File: config.mk
export PLATFORM = sky130hd
export DESIGN_NAME = cs_map
export DESIGN_NICKNAME = d
export VERILOG_FILES = /design/src/rtl/cs_pkg.sv /design/src/rtl/cs_win_match.sv /design/src/rtl/cs_map.sv
export SDC_FILE = /design/constraint.sdc
export NUM_CORES = 1
export LEC_CHECK = 0
export ABC_CLOCK_PERIOD_IN_PS = 2600
export BUFFER_PORTS_ARGS = -buffer_cell sky130_fd_sc_hd__buf_4
export CAP_MARGIN = 20
export CORE_MARGIN = 2
export CORE_UTILIZATION = 40
export DETAILED_ROUTE_END_ITERATION = 8
export SLEW_MARGIN = 20
export SYNTH_ARGS = -nofsm -noshare
export SYNTH_HDL_FRONTEND = slang
export SYNTH_HIERARCHICAL = 1
export SYNTH_SLANG_ARGS = --single-unit
File: constraint.sdc
create_clock -name CLK -period 2.6 [get_ports CLK]
set_input_delay 0.39 -clock CLK [delete_from_list [all_inputs] [get_ports CLK]]
set_output_delay 0.39 -clock CLK [all_outputs]
set_load 0.01 [all_outputs]
File: src/rtl/cs_pkg.sv
// Shared definitions for the chip-select map: overlay FSM encoding, default
// window tables and the page test used by the video/sound write strobes.
package cs_pkg;

   typedef enum logic [1:0] {
      OVL_ON    = 2'd0,
      OVL_ARMED = 2'd1,
      OVL_OFF   = 2'd2
   } ovl_state_e;

   localparam int CS_MAX_NCH = 16;

   // Default tables are sized for the largest map; instances slice what they need.
   localparam logic [CS_MAX_NCH*16-1:0] CS_WIN_BASE_DEF = '0;
   localparam logic [CS_MAX_NCH*16-1:0] CS_WIN_MASK_DEF = '0;

   localparam logic [255:0] CS_SND_PG_DEF = (256'b1 << 8'hFD) | (256'b1 << 8'hFE) |
                                            (256'b1 << 8'hFF) | (256'b1 << 8'hA1) |
                                            (256'b1 << 8'hA2) | (256'b1 << 8'hA3);

   function automatic logic page_hit(input logic [7:0] page,
                                     input logic [7:0] ref_page,
                                     input logic [7:0] care);
      return ((page ^ ref_page) & care) == 8'h00;
   endfunction

endpackage

File: src/rtl/cs_win_match.sv
// Combinational window decoder: masked compare per window, lowest index wins.
module cs_win_match
   import cs_pkg::*;
#(
   parameter int                NCH      = 8,
   parameter logic [NCH*16-1:0] WIN_BASE = CS_WIN_BASE_DEF[NCH*16-1:0],
   parameter logic [NCH*16-1:0] WIN_MASK = CS_WIN_MASK_DEF[NCH*16-1:0]
)(
   input  logic [15:0]    addr_i,
   output logic [NCH-1:0] sel_o,
   output logic           any_o
);

   logic [NCH-1:0] raw_hit;

   for (genvar gi = 0; gi < NCH; gi++) begin : g_win
      assign raw_hit[gi] = ((addr_i ^ WIN_BASE[gi*16 +: 16]) & WIN_MASK[gi*16 +: 16]) == 16'h0000;
   end

   always_comb begin
      logic found;
      found = 1'b0;
      sel_o = '0;
      for (int i = 0; i < NCH; i++) begin
         if (raw_hit[i] && !found) begin
            sel_o[i] = 1'b1;
            found    = 1'b1;
         end
      end
   end

   assign any_o = |raw_hit;

endmodule

File: src/rtl/cs_map.sv
// Bus-cycle chip-select map: latches the window decode at the start of each
// bus cycle, runs the boot overlay FSM and times out unmapped accesses.
module cs_map
   import cs_pkg::*;
#(
   parameter int                NCH          = 8,
   parameter logic [NCH*16-1:0] WIN_BASE     = CS_WIN_BASE_DEF[NCH*16-1:0],
   parameter logic [NCH*16-1:0] WIN_MASK     = CS_WIN_MASK_DEF[NCH*16-1:0],
   parameter logic [NCH-1:0]    WIN_IO       = '0,
   parameter int                RAM_WIN      = 0,
   parameter int                ROM_WIN      = 1,
   parameter int                OVL_EXIT_WIN = 1,
   parameter int                OVL_EN       = 1,
   parameter logic [7:0]        VID_PAGE     = 8'h3F,
   parameter logic [7:0]        VID_PMASK    = 8'hBF,
   parameter logic [15:0]       VID_NIB      = 16'hFCFC,
   parameter logic [255:0]      SND_PG       = CS_SND_PG_DEF,
   parameter int                BERR_TO      = 64
)(
   input  logic           CLK,
   input  logic           nRES,
   input  logic [15:0]    A,
   input  logic           nWE,
   input  logic           BACT,
   output logic [NCH-1:0] SEL,
   output logic           RAMCS,
   output logic           ROMCS,
   output logic           IOCS,
   output logic           IOPWCS,
   output logic           VIDWR,
   output logic           SNDWR,
   output logic           BERR,
   output logic           Overlay
);

   localparam logic [7:0] BERR_LIM = 8'(BERR_TO);

   logic [NCH-1:0] win_sel;
   logic           win_any;
   logic [NCH-1:0] sel_eff;
   logic           cap;

   logic [NCH-1:0] sel_q,    sel_d;
   logic           ramcs_q,  ramcs_d;
   logic           romcs_q,  romcs_d;
   logic           iocs_q,   iocs_d;
   logic           iopwcs_q, iopwcs_d;
   logic           vidwr_q,  vidwr_d;
   logic           sndwr_q,  sndwr_d;
   logic           berr_q,   berr_d;
   logic           unm_q,    unm_d;
   logic [7:0]     cnt_q,    cnt_d;
   logic           bact_q;
   ovl_state_e     ovl_state_q;
   logic           ovl_q;

   cs_win_match #(
      .NCH      (NCH),
      .WIN_BASE (WIN_BASE),
      .WIN_MASK (WIN_MASK)
   ) u_match (
      .addr_i (A),
      .sel_o  (win_sel),
      .any_o  (win_any)
   );

   // bact_q resets high so a BACT still asserted across reset is not captured.
   assign cap = BACT & ~bact_q;

   always_comb begin
      sel_eff = win_sel;
      if (ovl_q && win_sel[RAM_WIN]) begin
         sel_eff          = '0;
         sel_eff[ROM_WIN] = 1'b1;
      end
   end

   always_comb begin
      logic wr;
      logic page_ok;
      wr       = ~nWE;
      page_ok  = page_hit(A[15:8], VID_PAGE, VID_PMASK);
      sel_d    = sel_q;
      ramcs_d  = ramcs_q;
      romcs_d  = romcs_q;
      iocs_d   = iocs_q;
      iopwcs_d = iopwcs_q;
      vidwr_d  = vidwr_q;
      sndwr_d  = sndwr_q;
      berr_d   = berr_q;
      unm_d    = unm_q;
      cnt_d    = cnt_q;
      if (!BACT) begin
         sel_d    = '0;
         ramcs_d  = 1'b0;
         romcs_d  = 1'b0;
         iocs_d   = 1'b0;
         iopwcs_d = 1'b0;
         vidwr_d  = 1'b0;
         sndwr_d  = 1'b0;
         berr_d   = 1'b0;
         unm_d    = 1'b0;
         cnt_d    = 8'd0;
      end else if (cap) begin
         sel_d    = sel_eff;
         ramcs_d  = sel_eff[RAM_WIN];
         romcs_d  = sel_eff[ROM_WIN];
         iopwcs_d = sel_eff[RAM_WIN] & wr;
         vidwr_d  = sel_eff[RAM_WIN] & wr & page_ok & VID_NIB[A[7:4]];
         sndwr_d  = sel_eff[RAM_WIN] & wr & page_ok & SND_PG[A[7:0]];
         iocs_d   = (|(sel_eff & WIN_IO)) | vidwr_d;
         berr_d   = 1'b0;
         unm_d    = ~win_any;
         cnt_d    = 8'd0;
      end else if (unm_q && cnt_q != BERR_LIM) begin
         // Counter saturates at the limit; BERR then holds until BACT drops.
         cnt_d = cnt_q + 8'd1;
         if (cnt_d == BERR_LIM) begin
            berr_d = 1'b1;
         end
      end
   end

   always_ff @(posedge CLK or negedge nRES) begin
      if (!nRES) begin
         sel_q    <= '0;
         ramcs_q  <= 1'b0;
         romcs_q  <= 1'b0;
         iocs_q   <= 1'b0;
         iopwcs_q <= 1'b0;
         vidwr_q  <= 1'b0;
         sndwr_q  <= 1'b0;
         berr_q   <= 1'b0;
         unm_q    <= 1'b0;
         cnt_q    <= 8'd0;
         bact_q   <= 1'b1;
      end else begin
         sel_q    <= sel_d;
         ramcs_q  <= ramcs_d;
         romcs_q  <= romcs_d;
         iocs_q   <= iocs_d;
         iopwcs_q <= iopwcs_d;
         vidwr_q  <= vidwr_d;
         sndwr_q  <= sndwr_d;
         berr_q   <= berr_d;
         unm_q    <= unm_d;
         cnt_q    <= cnt_d;
         bact_q   <= BACT;
      end
   end

   // The exit test uses the un-remapped decode: only a real ROM-window access leaves overlay.
   always_ff @(posedge CLK or negedge nRES) begin
      if (!nRES) begin
         ovl_state_q <= (OVL_EN != 0) ? OVL_ON : OVL_OFF;
         ovl_q       <= (OVL_EN != 0);
      end else begin
         case (ovl_state_q)
            OVL_ON: begin
               ovl_q <= 1'b1;
               if (cap && win_sel[OVL_EXIT_WIN]) begin
                  ovl_state_q <= OVL_ARMED;
               end
            end
            OVL_ARMED: begin
               if (!BACT) begin
                  ovl_state_q <= OVL_OFF;
                  ovl_q       <= 1'b0;
               end
            end
            default: begin
               ovl_state_q <= OVL_OFF;
               ovl_q       <= 1'b0;
            end
         endcase
      end
   end

   assign SEL     = sel_q;
   assign RAMCS   = ramcs_q;
   assign ROMCS   = romcs_q;
   assign IOCS    = iocs_q;
   assign IOPWCS  = iopwcs_q;
   assign VIDWR   = vidwr_q;
   assign SNDWR   = sndwr_q;
   assign BERR    = berr_q;
   assign Overlay = ovl_q;

endmodule

# Word level (Yosys, flattened, before mapping)
# Memories as Yosys holds them, arrays and structs flattened.
# Index checks and enable logic that the tools add are counted.
word_totals:
  romBits: 272
  memories: 2
  reg_bits: 27
  in_bits: 20
mem_list:
  columns: ["memory", "words", "width", "rd", "rd_ports_with_merged_regs", "write_ports", "line", "text"]
  rows:
  - ["(no name shown)", 256, 1, 1, 0, 0, "cs_map.sv:110", "sndwr_d = sel_eff[RAM_WIN] & wr & page_ok & SND_PG[A[7:0]];"]
  - ["(no name shown)", 16, 1, 1, 0, 0, "cs_map.sv:109", "vidwr_d = sel_eff[RAM_WIN] & wr & page_ok & VID_NIB[A[7:4]];"]
op_classes:
  n_lt_le_gt_ge: 2
  bitwise: 9
  add_sub_neg: 1
  n_eq_ne: 7
  n_mux: 28
  n_reduce_logical: 5
op_table:
  columns: ["cell", "n"]
  rows:
  - ["2-to-1 mux 8 bit", 5]
  - ["2-to-1 mux 1 bit", 19]
  - ["less-than comparator 8 x 9 -> 1 bit, second input constant", 1]
  - ["adder 8 x 1 -> 8 bit, second input constant", 1]
  - ["== test 8 x 7 -> 1 bit, second input constant", 1]
  - ["logical NOT 8 bit", 1]
  - ["!= test 8 x 7 -> 1 bit, second input constant", 1]
  - ["!= test 3 x 1 -> 1 bit, second input constant", 2]
  - ["NOT 6 bit", 1]
  - ["AND 1 bit", 5]
  - ["less-than comparator 4 x 5 -> 1 bit, second input constant", 1]
  - ["2-to-1 mux 2 bit", 2]
  - ["case mux 2 bit (2 select lines)", 1]
  - ["AND reduction 2 bit", 2]
  - ["NOT 1 bit", 3]
  - ["== test 2 x 1 -> 1 bit, second input constant", 1]
  - ["logical NOT 2 bit", 1]
  - ["!= test 2 x 1 -> 1 bit, second input constant", 1]
  - ["!= test 2 bit, second input constant", 1]
  - ["case mux 1 bit (2 select lines)", 1]
  - ["logical AND 1 bit", 1]

# Longest topological paths before layout
# Gate-level depths: netlist of run 1.
logic_depth:
  depth_word: 6
  depth_mapped: 6
  mapped_depth_nobuf: 6

# Hierarchy
# The synthesis of run 1 kept the hierarchy.
modules_own_cells:
  columns: ["mod", "seq_area_each_um2", "cells_per_inst", "instances", "area_each_um2"]
  rows:
  - ["cs_map", 628.1, 113, 1, 1207.4]
  - ["cs_win_match", 0.0, 11, 1, 75.1]

# Worst setup path after synthesis of run 1
# Ideal clock, no wire load.
synth_timing:
  path_type: "register to register"
  from: "reg cnt_q[0]"
  to: "reg berr_q (netlist: BERR)"
  synth_period_minus_slack_ns: 1.840
  path_slack_ns: 0.760
  stages_incl_launch_ff: 7
  path_buffers: 0
  arrival_time_ns: 1.718
  required_time_ns: 2.478
  path_cell_list: "dfrtp_1 inv_1 ha_1 or4b_4 o41ai_4 a2111oi_0 a32o_1"
synth_between:
  elab_chain_cells: 4
  word_cells_on_any_way: 7
synth_lines:
  columns: ["element", "line", "text"]
  rows:
  - ["from (decl)", "cs_map.sv:52", "logic [7:0] cnt_q, cnt_d;"]
  - ["from (signal assigned)", "cs_map.sv:147", "cnt_q <= cnt_d;"]
  - ["adder 8 x 1 -> 8 bit / != test 8 x 7 -> 1 bit (equally long branches)", "cs_map.sv:117, cs_map.sv:115", null]
  - ["== test 8 x 7 -> 1 bit / logical AND 1 bit (equally long branches)", "cs_map.sv:118, cs_map.sv:115", null]
  - ["!= test 3 x 1 -> 1 bit (no line)", null, null]
  - ["AND reduction 2 bit (no line) *", null, null]
  - ["to (signal assigned)", "cs_map.sv:145", "berr_q <= berr_d;"]
  - ["to (decl)", "cs_map.sv:50", "logic berr_q, berr_d;"]
# Mark *: on every way between the ends. The rest lies on a longest branch, timed or not.
# A chain may end at the register's enable or synchronous reset.

# Worst setup path after layout of run 1
# Same ends and word-level chain as after synthesis.

==> flow_summary_export.csv, run 1 <==
group,metric,value,unit
clocking,htree_num_levels,1,
power_and_ir_drop,clockPowerShare,24.0,%
power_and_ir_drop,p_seq_share,59.8,%
power_and_ir_drop,p_sw,190,uW
setup_path,crit_path_start_kind,"flop",
placed_design,place_area,1520,um^2
logic_synthesis,ys_seq_area_share,49.0,%
sta,relSlewSlack,65.4,%
sta,setup_violations,0,
clocking,clock_sinks,25,
sta,maxSlewViolCount,0,
layout,multiInputGateArea,563,um^2
sta,min_period,1.99,ns
power_and_ir_drop,power_leakage,0.758,nW
detailed_routing,first_pass_iters,3,
logic_synthesis,synth.distinct_cells,37,
layout,utilization,51.1,%
grt,grt_max_degree,26,
floorplan,die_y,60.6,um
floorplan,start_util,42.0,%
flow_run,cap_violations,0,
clocking,clk_pin_slew,0.13,ns
setup_path,crit_type,"flop to flop",
logic_synthesis,syn_inst,124,
placed_design,dpl.cell_count,196,
power_and_ir_drop,p_comb_share,16.2,%
sta,min_period_over_period,76.6,%
layout,fin_nets,180,
clocking,clk_latency,0.31,ns
sta,hold_violations,0,
placed_design,gp_congestion,0.814,
grt,antenna_found_initial,0,
setup_path,cp_max_fo,4,
layout,design_area,1560,um^2
logic_synthesis,netlist.area_leader.share,44.9,%
layout,syn2layout_area_growth,21.7,%
logic_synthesis,async_flop_share,100,%
clocking,numCtsBuffers,3,
sta,worst-slew-pin-transition,0.520,ns
setup_path,worst_ep_arrival_time,2.21,ns
logic_synthesis,synth_area_leaders,"dfrtp_1 (45%), buf_4 (7.0%), dfstp_2 (4.1%), a22o_1 (4.1%), xor2_1 (4.1%)",
layout,final_common_cell,"buf_4",
sta,rsz0062_at_grt,"no",
detailed_routing,wirelength,2.44,mm
sta,hold_ws,0.196,ns
setup_path,crit_required,2.82,ns
logic_synthesis,ys_warn_count,6,
outcome,run_status,"completed",
sta,finalClockSkew,0.00161,ns
layout,drive_above_1_share,28.7,%
detailed_routing,via_count,973,
grt,grt_pass1_vias,981,
layout,n_antenna_cell,0,
sta,fmax,0.502,GHz
detailed_routing,drtIter0Drc,29,
grt,grt_pass1_wl,4.22,mm
layout,fin_cells,201,
detailed_routing,ant_nets,0,
floorplan,rows,20,
detailed_routing,via_per_inst,4.84,
clocking,clockRootBuffer,"clkbuf_4",
clocking,clk_path_buf_depth,2,
detailed_routing,wl_per_cell,12.1,um
layout,seq_area,628,um^2
placed_design,place_hpwl,1.84,mm
floorplan,coreArea,3050,um^2
power_and_ir_drop,ir_drop,0.188,mV
grt,grt.overflow.total,0,
logic_synthesis,synth_top_area_cell,"dfrtp_1",
floorplan,dieArea,3680,um^2
worst_hold_path,hp-class,"primary input to flop",
power_and_ir_drop,p_sw_share,26.1,%
logic_synthesis,synth-seq-cells,25,
layout,n_fill_cell,293,
power_and_ir_drop,p_int,538,uW
detailed_routing,drc,0,
logic_synthesis,synth.cell_area,1280,um^2
floorplan,die_x,60.6,um
placed_design,port_buffers,34,
sta,finalSetupTns,0,ns
grt,gr-usage-all-layers,15.4,%
logic_synthesis,syn_avg_cell_area,10.3,um^2
logic_synthesis,synth_edf_count,0,
clocking,cts_tree,"yes",
layout,final_cell_mix,"buf_4 (34), dfrtp_1 (23), nor2_1 (12)",
setup_path,endpoint_kind,"flop",
floorplan,io_pins,36,
power_and_ir_drop,powerDensity,467,nW/um^2
logic_synthesis,ys.flop_type,"dfrtp_1",
clocking,postCtsSetupRepairBufs,0,
## Yosys cell counts (all sizes together), types with 2 or more instances
cell and count:
dfrtp 23, and2 2, ha 2, inv 6, nor3 2, a32o 2
nand2b 2, o21ai 3, nand2 7, nand4 4, a21o 2, buf 13
dfstp 2, nand3 3, nor2 13, xor2 6, a21oi 8, conb 2
o211ai 2, a22o 6, a211oi 2
## logic make-up after synthesis
| kind of cell | count (synthesis) | synth area share (%) |
|---|---|---|
| xor gates and xnor gates | 7 | 4.78 |
| adders and majority gates | 2 | 1.95 |
| buffers and inverters | 19 | 9.17 |
| DFF | 25 | 49.0 |
| other | 2 | 0.586 |
| muxes | 1 | 0.781 |
| AOI/OAI and AO/OA | 30 | 18.1 |
| and+or+nand+nor | 38 | 15.6 |
## power by group through the flow
stage	registers [mW]	logic, mW	clock network (mW)
floorplan	0.448	0.0583	0
global placement	0.442	0.117	0
detailed placement	0.443	0.119	0
CTS	0.436	0.121	0.184
global route	0.441	0.132	0.197
finish	0.436	0.118	0.175
## path summary, 6_finish.rpt
| check | from | end | slack, ns | cells after the start |
|---|---|---|---|---|
| worst min-delay path | BACT | bact_q | 0.20 | 1 |
| max in group asynchronous | nRES | Overlay | 1.82 | 2 |
| min in group asynchronous | nRES | cnt_q[4] | 0.49 | 2 |
| worst max-delay path | cnt_q[0] | BERR | 0.61 | 6 |
| worst max register to register | cnt_q[0] | BERR | 0.61 | 6 |
| worst min register to register | ovl_state_q[1] | Overlay | 0.43 | 1 |
## registers in the layout (all words and copies together) (netlist names)
register     cells
VIDWR            1
BERR             1
SNDWR            1
unm_q            1
SEL              7
IOPWCS           1
Overlay          1
RAMCS            1
ovl_state_q      2
bact_q           1
cnt_q            8
## through the flow
step / setup WS [ns] / total power, mW
2_1_floorplan: 0.760 / 0.506
5_1_grt: 0.467 / 0.770
6_report: 0.609 / 0.729
3_3_place_gp: 0.658 / 0.559
3_5_place_dp: 0.620 / 0.562
4_1_cts: 0.602 / 0.741
## worst max-delay path: stages (launching register included)
cell and delay [ns]:
dfrtp_1 0.43, inv_1 0.11, ha_1 0.15, or4b_4 0.46
o41ai_4 0.34, a2111oi_0 0.13, a32o_1 0.26
## timing repair
action,CTS,global route
endpoints found under the hold margin,23,0
hold buffers,1,0
gates resized for setup,0,0
## final cells by class
type                       count  share of cell area [%]
multi-input combinational     87                    36.1
clock buffer                   4                    1.68
timing repair buffer          35                    17.0
tap                           44                    3.53
inverter                       6                    1.44
sequential                    25                    40.3
## metal layers
metal | vias to the layer above | part of all wire [%] | track usage (%)
li1 | 489 | - | -
met1 | 451 | 47 | 19.3
met2 | 29 | 46 | 25.5
met3 | 4 | 5.6 | 4.26
met4 | 0 | 1.6 | 5.59
met5 | - | 0 | 0
(Power assumes the default switching activity.)
==> run 2: changes to the inputs <==
--- a/config.mk
+++ b/config.mk
@@ -5,7 +5,8 @@
 export SDC_FILE = /design/constraint.sdc
 export NUM_CORES = 1
 export LEC_CHECK = 0
-export ABC_CLOCK_PERIOD_IN_PS = 2600
+export ABC_AREA = 1
+export ABC_CLOCK_PERIOD_IN_PS = 1850
 export BUFFER_PORTS_ARGS = -buffer_cell sky130_fd_sc_hd__buf_4
 export CAP_MARGIN = 20
 export CORE_MARGIN = 2
==> constraint.sdc (replaced) <==
create_clock -name CLK -period 1.85 [get_ports CLK]
set_input_delay 0.2775 -clock CLK [delete_from_list [all_inputs] [get_ports CLK]]
set_output_delay 0.2775 -clock CLK [all_outputs]
set_load 0.01 [all_outputs]
==> flow_summary_export.csv, run 2 <==
group,metric,value,unit
outcome,run_status,"completed",
detailed_routing,wirelength,2.60,mm
sta,finalSetupTns,0,ns
setup_path,slowest_delay,0.43,ns
power_and_ir_drop,p_total,924,uW
grt,grt_pass1_vias,987,
clocking,clk_latency,0.31,ns
setup_path,crit_type,"flop to flop",
clocking,clk_pin_slew,0.13,ns
placed_design,gp_congestion,0.849,
floorplan,start_util,40.8,%
logic_synthesis,ys_seq_area_share,46.9,%
grt,antenna_found_initial,0,
grt,gr-usage-all-layers,14.9,%
setup_path,cp_max_fo,4,
floorplan,die_x,61.9,um
setup_path,crit_required,2.10,ns
logic_synthesis,ys_top_cells_by_count,"nand2_1 (40), dfrtp_1 (23), inv_1 (15)",
setup_path,cp_common_cell,"nand2_1",
grt,grt.overflow.total,0,
logic_synthesis,syn_avg_cell_area,8.53,um^2
placed_design,place_hpwl,2.02,mm
logic_synthesis,synth_most_common_cell,"nand2_1",
sta,hold_violations,0,
clocking,cts_tree,"yes",
clocking,numCtsBuffers,3,
logic_synthesis,ys_warn_count,6,
logic_synthesis,synth_top_area_cell,"dfrtp_1",
setup_path,cpMaxStageDelayCell,"dfrtp_1",
sta,min_period,1.43,ns
floorplan,coreArea,3280,um^2
clocking,clock_sinks,25,
layout,syn2layout_area_growth,20.9,%
layout,n_antenna_cell,0,
layout,fin_nets,213,
logic_synthesis,synth_area_leaders,"dfrtp_1 (43%), nand2_1 (11%), buf_4 (6.7%), a32o_1 (4.5%), inv_1 (4.2%)",
placed_design,port_buffers,34,
setup_path,crit_family,"simple AND/OR/NAND/NOR gates",
floorplan,dieArea,3830,um^2
setup_path,cp_num_buf_inv,0,
logic_synthesis,synth.cell_area,1340,um^2
detailed_routing,drc,0,
sta,finalClockSkew,0.00325,ns
setup_path,crit_chain,"ha_1 > nand3_1 > nor2_1 > nand2_1 > nand2_1 > nand2_1 > nor2_1 > nand2_1 > a21oi_2",
layout,largest_reg_flops,8,
setup_path,worst_ep_arrival_time,1.68,ns
logic_synthesis,synth_edf_count,0,
detailed_routing,first_pass_iters,6,
power_and_ir_drop,powerDensity,571,nW/um^2
grt,grt_pass1_wl,4.24,mm
floorplan,die_y,61.9,um
power_and_ir_drop,power_leakage,0.786,nW
clocking,postCtsSetupRepairBufs,0,
grt,grt_max_degree,26,
setup_path,endpoint_kind,"flop",
layout,final_cell_mix,"nand2_1 (40), buf_4 (34), dfrtp_1 (23)",
sta,min_period_over_period,77.3,%
detailed_routing,wl_per_cell,11.0,um
sta,fmax,0.699,GHz
floorplan,io_pins,36,
worst_hold_path,hp-class,"primary input to flop",
clocking,clockRootBuffer,"clkbuf_4",
power_and_ir_drop,ir_drop,0.341,mV
logic_synthesis,ys.flop_type,"dfrtp_1",
placed_design,place_area,1580,um^2
clocking,htree_num_levels,1,
logic_synthesis,syn_inst,157,
flow_run,cap_violations,0,
setup_path,crit_path_start_kind,"flop",
layout,largest_register,"cnt_q",
detailed_routing,ant_nets,0,
logic_synthesis,synth-seq-cells,25,
logic_synthesis,async_flop_share,100,%
detailed_routing,via_count,1080,
logic_synthesis,synth.distinct_cells,27,
detailed_routing,via_per_inst,4.58,
layout,design_area,1620,um^2
clocking,clk_path_buf_depth,2,
layout,final_common_cell,"nand2_1",
sta,maxSlewViolCount,0,
sta,rsz0062_at_grt,"no",
layout,n_fill_cell,328,
logic_synthesis,netlist.area_leader.share,43.0,%
detailed_routing,drtIter0Drc,87,
layout,drive_above_1_share,30.5,%
floorplan,rows,21,
sta,setup_violations,0,
[run 2: changes by cell type after synthesis, sizes merged, moves of 4 or more]
cell	before	now
a32o	2	6
nand3	3	10
xor2	6	0
nor2	13	9
a22o	6	0
a21oi	8	3
nand2	7	45
o21ai	3	14
inv	6	20
[run 2: timing repair]
item	in CTS	in global routing
setup endpoints to repair	0	0
hold endpoints to repair	23	0
resized for setup	0	0
hold buffers	1	0
[run 2: report_power, final]
| group | switching (mW) | total [mW] | internal, mW |
|---|---|---|---|
| registers | 0.00998 | 0.571 | 0.561 |
| clock network | 0.154 | 0.238 | 0.0841 |
| logic | 0.0575 | 0.115 | 0.0575 |
| total | 0.221 | 0.924 | 0.703 |
[run 2: per-stage QoR]
stage / std cells / hold slack (ns) / utilization [%] / setup WS, ns
5_1_grt: 236 / 0.0649 / 49.3 / 0.299
2_1_floorplan: 164 / -0.0181 / - / 0.608
6_report: 236 / 0.0916 / 49.3 / 0.419
3_3_place_gp: 231 / 0.200 / 48.2 / 0.470
4_1_cts: 236 / 0.0760 / 49.3 / 0.438
3_5_place_dp: 231 / 0.201 / 48.2 / 0.465
[run 2: layout make-up]
class / instances / area, um^2 / share of cell area, %
flip-flops and latches: 25 / 628 / 38.8
multi-input cells: 106 / 564 / 34.9
repair buffers: 35 / 265 / 16.4
inverters: 20 / 77.6 / 4.79
well taps: 46 / 57.6 / 3.55
clock buffers: 4 / 26.3 / 1.62
[run 2: final timing paths]
kind                                from  cells past startpoint  slack [ns]        to
max in group asynchronous           nRES                      2        1.17    bact_q
worst max-delay path            cnt_q[1]                      9        0.42      BERR
worst min-delay path                BACT                      1        0.09    bact_q
worst min register to register    IOPWCS                      2        0.50    IOPWCS
min in group asynchronous           nRES                      2        0.39  cnt_q[0]
worst max register to register  cnt_q[1]                      9        0.42      BERR
[run 2: logic make-up (layout without fill, tap and decap cells)]
kind of cell	Yosys count	after routing	synth area share, %
other	2	9	0.561
AND/OR/NAND/NOR	67	67	23.6
AO/OA/AOI/OAI	28	28	14.2
adder cells (fa/ha/maj)	2	2	1.87
flip-flops	25	25	46.9
buffers and inverters	33	59	12.9
[run 2: metal layers]
layer	vias up	track usage, %	wire length (um)
met5	-	0	0
met4	0	5.78	20
met3	2	1.86	59
met2	15	26.8	1400
met1	505	18.1	1120
li1	558	-	-
==> run 3: changes to the inputs <==
--- a/config.mk
+++ b/config.mk
@@ -6,12 +6,13 @@
 export NUM_CORES = 1
 export LEC_CHECK = 0
 export ABC_AREA = 1
-export ABC_CLOCK_PERIOD_IN_PS = 1850
+export ABC_CLOCK_PERIOD_IN_PS = 1300
 export BUFFER_PORTS_ARGS = -buffer_cell sky130_fd_sc_hd__buf_4
 export CAP_MARGIN = 20
 export CORE_MARGIN = 2
 export CORE_UTILIZATION = 40
 export DETAILED_ROUTE_END_ITERATION = 8
+export PLACE_DENSITY = 0.66
 export SLEW_MARGIN = 20
 export SYNTH_ARGS = -nofsm -noshare
 export SYNTH_HDL_FRONTEND = slang
==> constraint.sdc (replaced) <==
create_clock -name CLK -period 1.3 [get_ports CLK]
set_input_delay 0.195 -clock CLK [delete_from_list [all_inputs] [get_ports CLK]]
set_output_delay 0.195 -clock CLK [all_outputs]
set_load 0.01 [all_outputs]
==> flow_summary_export.csv, run 3 (synthesis gave the netlist of run 2 again) <==
group,metric,value,unit
setup_path,endpoint_kind,"flop",
layout,fin_nets,224,
floorplan,coreArea,3280,um^2
clocking,htree_num_levels,1,
sta,setup_violations,9,
clocking,clk_latency,0.32,ns
power_and_ir_drop,powerDensity,751,nW/um^2
sta,min_period,1.44,ns
sta,hold_ws,0.0736,ns
clocking,clk_path_buf_depth,2,
detailed_routing,first_pass_iters,4,
detailed_routing,wl_met1,1.24,mm
grt,antenna_found_initial,0,
sta,fmax,0.697,GHz
floorplan,dieArea,3830,um^2
detailed_routing,via_count,1166,
layout,syn2layout_area_growth,35.4,%
floorplan,io_pins,36,
detailed_routing,route.met3.wl,101,um
clocking,cts_tree,"yes",
setup_path,cp_max_fo,4,
detailed_routing,drtIter0Drc,97,
detailed_routing,wl_per_cell,12.1,um
layout,largest_register,"cnt_q",
clocking,numCtsBuffers,3,
clocking,clockRootBuffer,"clkbuf_4",
placed_design,place_ws,-0.0545,ns
detailed_routing,wirelength,2.99,mm
power_and_ir_drop,p_total,1.36,mW
layout,drive_above_1_share,42.8,%
setup_path,crit_path_start_kind,"flop",
floorplan,die_x,61.9,um
outcome,run_status,"finished with violations",
grt,grt_pass1_wl,4.77,mm
clocking,clock_sinks,25,
floorplan,die_y,61.9,um
power_and_ir_drop,power_leakage,0.851,nW
sta,maxSlewViolCount,0,
sta,worst_slack,-0.135,ns
floorplan,start_util,40.8,%
sta,hold_violations,0,
detailed_routing,via_per_inst,4.72,
clocking,clk_pin_slew,0.14,ns
placed_design,place_hpwl,2.12,mm
grt,grt_max_degree,26,
setup_path,worst_ep_arrival_time,1.70,ns
detailed_routing,ant_nets,0,
grt,grt.overflow.total,0,
sta,min_period_over_period,110,%
placed_design,gp_congestion,0.818,
flow_run,cap_violations,0,
power_and_ir_drop,ir_drop,0.673,mV
layout,final_cell_mix,"buf_4 (42), nand2_1 (34), dfrtp_1 (23)",
placed_design,port_buffers,34,
layout,n_antenna_cell,0,
detailed_routing,drc,0,
sta,rsz0062_at_grt,"yes",
outcome,violations,"setup timing",
detailed_routing,wl_met2,1.63,mm
layout,largest_reg_flops,8,
detailed_routing,highest_layer,"met4",
layout,final_common_cell,"buf_4",
setup_path,crit_type,"flop to flop",
sta,finalClockSkew,0.00170,ns
worst_hold_path,hp-class,"primary input to flop",
setup_path,crit_required,1.56,ns
floorplan,rows,21,
grt,grt_pass1_vias,1137,
grt,gr-usage-all-layers,16.6,%
[run 3: cell count changes in the layout (fill, tap and decap cells not counted), moves of 2 or more]
cell,change
nand3_4,+2
buf_6,+2
nand2_4,+2
buf_4,+8
o21ai_2,+3
o21ai_1,-3
ha_1,-2
nand2_1,-6
nand2_2,+4
nand3_1,-3
[run 3: path summary, 6_finish.rpt]
path,start,end,slack (ns),cells past startpoint
worst max register to register,cnt_q[0],BERR,-0.14,9
worst min-delay path,A[5],VIDWR,0.07,3
worst min register to register,ovl_state_q[1],ovl_state_q[1],0.51,2
worst max-delay path,cnt_q[0],BERR,-0.14,9
max in group asynchronous,nRES,Overlay,0.71,2
min in group asynchronous,nRES,ovl_state_q[1],0.30,2
[run 3: layout make-up]
type                       count  area [um^2]
sequential                    25          628
clock inverter                 1         7.51
fill                         286         1470
tap                           46         57.6
timing repair buffer          46          358
inverter                      20         80.1
clock buffer                   3         22.5
multi-input combinational    106          659
[run 3: metal layers]
layer  vias to the layer above  global-route usage [%]
met5                         -                       0
met4                         0                    4.56
met3                         2                    4.55
met2                        23                    28.9
met1                       562                    20.3
li1                        579                       -
[run 3: power breakdown]
group,total [mW],internal [mW],switching (mW)
registers,0.816,0.799,0.0172
logic,0.186,0.0939,0.0920
clock network,0.360,0.118,0.242
total,1.36,1.01,0.351
[run 3: per-stage QoR]
stage | utilization (%) | setup TNS, ns | std cells | cell area, um^2
2_1_floorplan | - | 0 | 164 | 1370
3_3_place_gp | 50.0 | -0.0803 | 239 | 1640
3_5_place_dp | 50.0 | -0.223 | 239 | 1640
4_1_cts | 53.9 | -0.217 | 247 | 1770
5_1_grt | 55.2 | -1.24 | 247 | 1810
6_report | 55.2 | -0.597 | 247 | 1810
[run 3: repair_timing]
action,4_1_cts,5_1_grt
pin swaps,3,9
cloned,0,0
buffers inserted,2,0
endpoints found under the setup margin,7,12
resized for setup,14,12
hold endpoints to repair,24,0
hold buffers,2,0
[run 3: worst max-delay path, cell delays in order (launching register included)]
cell and delay (ns):
dfrtp_1 0.46, inv_2 0.06, buf_4 0.15, nor2_4 0.13, nand3_1 0.12, nand2_2 0.12, nand2_2 0.06, nor2_1 0.09
nand2_1 0.07, a21oi_2 0.12
